## src/rtl/div_seq_ctrl.sv

```systemverilog
// Sequential 16-bit unsigned restoring divider: one quotient bit per CALC cycle.
// A divide by zero skips CALC and reports quotient=FFFF, remainder=dividend.
module div_seq_ctrl (
   input  logic        clk,
   input  logic        rst_n,
   input  logic        start,
   input  logic [15:0] dividend,
   input  logic [15:0] divisor,
   output logic        busy,
   output logic        done,
   output logic [15:0] quotient,
   output logic [15:0] remainder,
   output logic        div_zero,
   output logic        inv_flag,
   output logic [4:0]  iter
);

   typedef enum logic [1:0] {StIdle, StCalc, StDone} state_e;

   state_e      state_q, state_d;
   logic [31:0] rq_q, rq_d;
   logic [15:0] div_q, div_d;
   logic [15:0] quot_q, quot_d;
   logic [15:0] rem_q, rem_d;
   logic        dz_q, dz_d;
   logic [4:0]  iter_q, iter_d;

   logic [31:0] rq_sh;
   logic [16:0] trial;
   logic        no_borrow;
   logic [31:0] rq_step;

   // The bit shifted out of R is a 17th remainder bit: if set, R >= D for sure.
   always_comb begin
      rq_sh     = {rq_q[30:0], 1'b0};
      trial     = {1'b0, rq_sh[31:16]} + {1'b0, ~div_q} + 17'd1;
      no_borrow = rq_q[31] | trial[16];
      rq_step   = no_borrow ? {trial[15:0], rq_sh[15:1], 1'b1} : rq_sh;
   end

   always_comb begin
      state_d = state_q;
      rq_d    = rq_q;
      div_d   = div_q;
      quot_d  = quot_q;
      rem_d   = rem_q;
      dz_d    = dz_q;
      iter_d  = iter_q;
      case (state_q)
         StIdle: begin
            if (start) begin
               div_d  = divisor;
               rq_d   = {16'h0000, dividend};
               iter_d = 5'd0;
               dz_d   = 1'b0;
               if (divisor == 16'h0000) begin
                  quot_d  = 16'hFFFF;
                  rem_d   = dividend;
                  dz_d    = 1'b1;
                  state_d = StDone;
               end else begin
                  state_d = StCalc;
               end
            end
         end
         StCalc: begin
            rq_d   = rq_step;
            iter_d = iter_q + 5'd1;
            if (iter_q == 5'd15) begin
               quot_d  = rq_step[15:0];
               rem_d   = rq_step[31:16];
               state_d = StDone;
            end
         end
         StDone: begin
            state_d = StIdle;
         end
         default: begin
            state_d = StIdle;
         end
      endcase
   end

   always_ff @(posedge clk) begin
      if (!rst_n) begin
         state_q <= StIdle;
         rq_q    <= 32'h0;
         div_q   <= 16'h0;
         quot_q  <= 16'h0;
         rem_q   <= 16'h0;
         dz_q    <= 1'b0;
         iter_q  <= 5'd0;
      end else begin
         state_q <= state_d;
         rq_q    <= rq_d;
         div_q   <= div_d;
         quot_q  <= quot_d;
         rem_q   <= rem_d;
         dz_q    <= dz_d;
         iter_q  <= iter_d;
      end
   end

   assign busy      = (state_q != StIdle);
   assign done      = (state_q == StDone);
   assign inv_flag  = (state_q == StCalc);
   assign quotient  = quot_q;
   assign remainder = rem_q;
   assign div_zero  = dz_q;
   assign iter      = iter_q;

endmodule
```

## config.mk

```make
export PLATFORM = sky130hd
export DESIGN_NAME = div_seq_ctrl
export DESIGN_NICKNAME = d
export VERILOG_FILES = /design/src/rtl/div_seq_ctrl.sv
export SDC_FILE = /design/constraint.sdc
export NUM_CORES = 1
export LEC_CHECK = 0
export CORE_ASPECT_RATIO = 1.5
export CORE_MARGIN = 2
export CORE_UTILIZATION = 32
export CTS_BUF_LIST = sky130_fd_sc_hd__clkbuf_16
export CTS_CLUSTER_DIAMETER = 30
export DETAILED_ROUTE_END_ITERATION = 16
export PLACE_DENSITY_LB_ADDON = 0.3
export RECOVER_POWER = 25
export SETUP_SLACK_MARGIN = 0.02
export SYNTH_ARGS = -nofsm -noshare
export SYNTH_HDL_FRONTEND = slang
export SYNTH_SLANG_ARGS = --single-unit
```

## constraint.sdc

```tcl
create_clock -name clk -period 5.9 [get_ports clk]
set_input_delay 0.59 -clock clk [delete_from_list [all_inputs] [get_ports clk]]
set_output_delay 0.59 -clock clk [all_outputs]
set_load 0.005 [all_outputs]
```

==> impl_metrics.yaml <==
run_status:
  status: "complete, no violations"
yosys:
  synth.mux.area_fraction_pct: 0
  yosys-top-cells-area: "dfxtp_1 40%, nand2_1 9.5%, a21oi_1 5.2%"
  synthSimpleGateAreaFrac_pct: 19.8
  syn_area_mm2: 0.00442
  synthXorXnorAreaFrac_pct: 2.57
  synth-seq-area-share_pct: 39.8
  synth_cells: 547
  synth_top_area_cell: "dfxtp_1"
  ys.flop_type: "dfxtp_1"
  yosysMostFrequentCell: "nand2_1"
  synth_nets: 601
  synth-seq-cells: 88
  synth_commonest_cells: "112 x nand2_1, 88 x dfxtp_1, 53 x nor2_1, 46 x a21oi_1, 27 x o21ai_0"
  synthDistinctLibCells: 58
  synth_top_area_share_pct: 39.8
  synth_edf_count: 0
  synthAdderAreaFrac_pct: 5.54
  synth_top_family_by_area: "compound AO/OA/AOI/OAI gates"
  synth_compound_gate_area_share_pct: 26.9
  syn_area_per_cell_um2: 8.09
  ys_warn_count: 0
  synthArstFlopShare_pct: 0
floorplanning:
  pin_count: 76
  initial_core_util_pct: 32.7
  fp-row-count: 52
  die_h_um: 148
  die_x_um: 100
  core_mm2: 0.0135
  dieArea_mm2: 0.0148
sta:
  fin_skew_ns: 0.00942
  rsz0062_at_grt: "false"
  period_needed_ns: 3.33
  tightestPinTransition_ns: 1.16
  setup_ws_ns: 2.57
  max_freq_ghz: 0.300
  final-hold-violation-count: 0
  timing.final.crit_share_pct: 56.5
  slew_violations: 0
  slew_headroom_pct: 22.3
  setup_violations: 0
  setup-tns-final_ns: 0
cts:
  ctsHoldBuffers: 0
  cts_tree: "yes"
  postCtsSetupRepairBufs: 0
  cts-root-buf: "clkbuf_16"
  clockBufferDepth: 2
  cts.sinks: 88
  clk_pin_slew_ns: 0.07
  numCtsBuffers: 9
  clock_latency_ns: 0.35
  htreeDepth: 3
  cts_resized: 0
worst_setup_path:
  crit_path_end_kind: "flip-flop"
  cp.required_ns: 6.15
  critPathLaunchType: "input pin"
  critPathArrivalTime_ns: 3.58
  crit_type: "in2reg"
  cp_max_fo: 36
job:
  maxCapViolCount: 0
placement:
  place_congestion: 0.809
  place_ws_ns: 2.07
  port_buffers: 75
  placed_cells: 756
  detailed_place_hpwl_mm: 9.03
detailed_routing:
  drt_iter0_drc: 233
  drcViolationCount: 0
  num_vias: 4098
  wl_per_cell_um: 16.0
  drt_first_pass_iters: 5
  vias_per_cell: 5.31
  drt_wl_total_mm: 12.3
  ant_nets: 0
pwr:
  power.density_mw_per_mm2: 310
  vdd_ir_drop_max_mv: 0.136
  p_leak_nw: 2.15
final_layout:
  area_delta_synth_final_pct: 25.9
  drive_gt1_share_pct: 7.87
  final_nets: 659
  antennaDiodeCount: 0
  nFillCells: 1404
  stdcell_count: 772
global_routing:
  grt_pass1_vias: 3855
  track_usage_pct: 16.8
  grt_pass1_wl_mm: 19.6
  grt-ovfl-total: 0
  antenna_found_initial: 0
  grt_max_degree: 69
min_path:
  hold_path.class: "reg2reg"
stage by stage:
| stage | utilization, % | total power, W | hold WS, ns | area [µm²] |
|---|---|---|---|---|
| 2_1_floorplan | - | 0.00102 | 0.436 | 4420 |
| 3_3_place_gp | 38.9 | 0.00114 | 0.448 | 5270 |
| 3_5_place_dp | 38.9 | 0.00114 | 0.448 | 5270 |
| 4_1_cts | 41.2 | 0.00174 | 0.458 | 5570 |
| 5_1_grt | 41.2 | 0.00181 | 0.473 | 5570 |
| 6_report | 41.2 | 0.00173 | 0.457 | 5570 |
layout make-up:
class / instances / area (µm²) / share of cell area [%]
Multi-Input combinational cell: 403 / 2430 / 43.6
Sequential cell: 88 / 1760 / 31.6
Timing Repair Buffer: 79 / 781 / 14.0
Clock buffer: 9 / 225 / 4.04
Tap cell: 162 / 203 / 3.64
Inverter: 24 / 90.1 / 1.62
Clock inverter: 7 / 80.1 / 1.44
final timing paths:
check                endpoint  cells past startpoint   startpoint  slack, ns
setup / recovery  quotient[8]                      8  divisor[13]       2.57
hold reg to reg      div_q[4]                      2     div_q[4]       0.46
hold / removal       div_q[4]                      2     div_q[4]       0.46
setup reg to reg     rq_q[27]                     10     rq_q[15]       3.09
power by group:
group / internal, W / leakage, nW / total [W] / switching (W)
Combinational: 0.000198 / 1.29 / 0.000480 / 0.000283
Sequential: 0.000626 / 0.716 / 0.000652 / 0.0000259
Clock: 0.000334 / 0.150 / 0.000597 / 0.000263
kinds of logic after synthesis:
group	after synthesis
adder cells (fa/ha/maj)	19
AND/OR/NAND/NOR	205
AO/OA/AOI/OAI	166
XOR/XNOR	13
buffers and inverters	56
flip-flops	88
state kept, by name (all words and copies together), names as in the netlist:
| register | count |
|---|---|
| div_q | 16 |
| quotient | 16 |
| state_q | 2 |
| iter | 5 |
| remainder | 16 |
| div_zero | 1 |
| rq_q | 32 |
critical path: stages:
cell             delay (ns)
clkdlybuf4s50_1        0.43
nor4_1                 0.51
and4_1                 0.43
nand3b_1               0.19
a21oi_4                0.72
buf_4                  0.40
nor2_1                 0.07
a211oi_1               0.22
routing by layer:
layer | GRT usage, % | vias to the layer above | share of wire, %
li1 | - | 2043 | -
met3 | 2.41 | 22 | 4.8
met4 | 7.40 | 0 | 2.9
met2 | 30.3 | 121 | 51
met1 | 19.3 | 1912 | 41
met5 | 0 | - | 0
cell usage in the layout, fill, tap and decap left out, types with 4 or more instances in the layout:
cell type        synthesis  final
buf_4                    3      4
clkdlybuf4s50_1          0     43
a31oi_1                 17     17
xnor2_1                  8      8
xor2_1                   5      5
a211oi_1                18     18
ha_1                    18     18
clkbuf_16                0      9
dlygate4sd3_1            0     32
nand2b_1                 6      5
inv_1                   22     22
dfxtp_1                 88     88
a22oi_1                  8      8
a21oi_1                 46     46
o21ai_0                 27     27
a311oi_1                15     15
nor2b_1                  7      7
a21o_1                   4      4
nor4_1                   4      4
nand2_1                112    112
nor2_1                  53     53
Note: power is estimated with default switching activity, not from simulation.
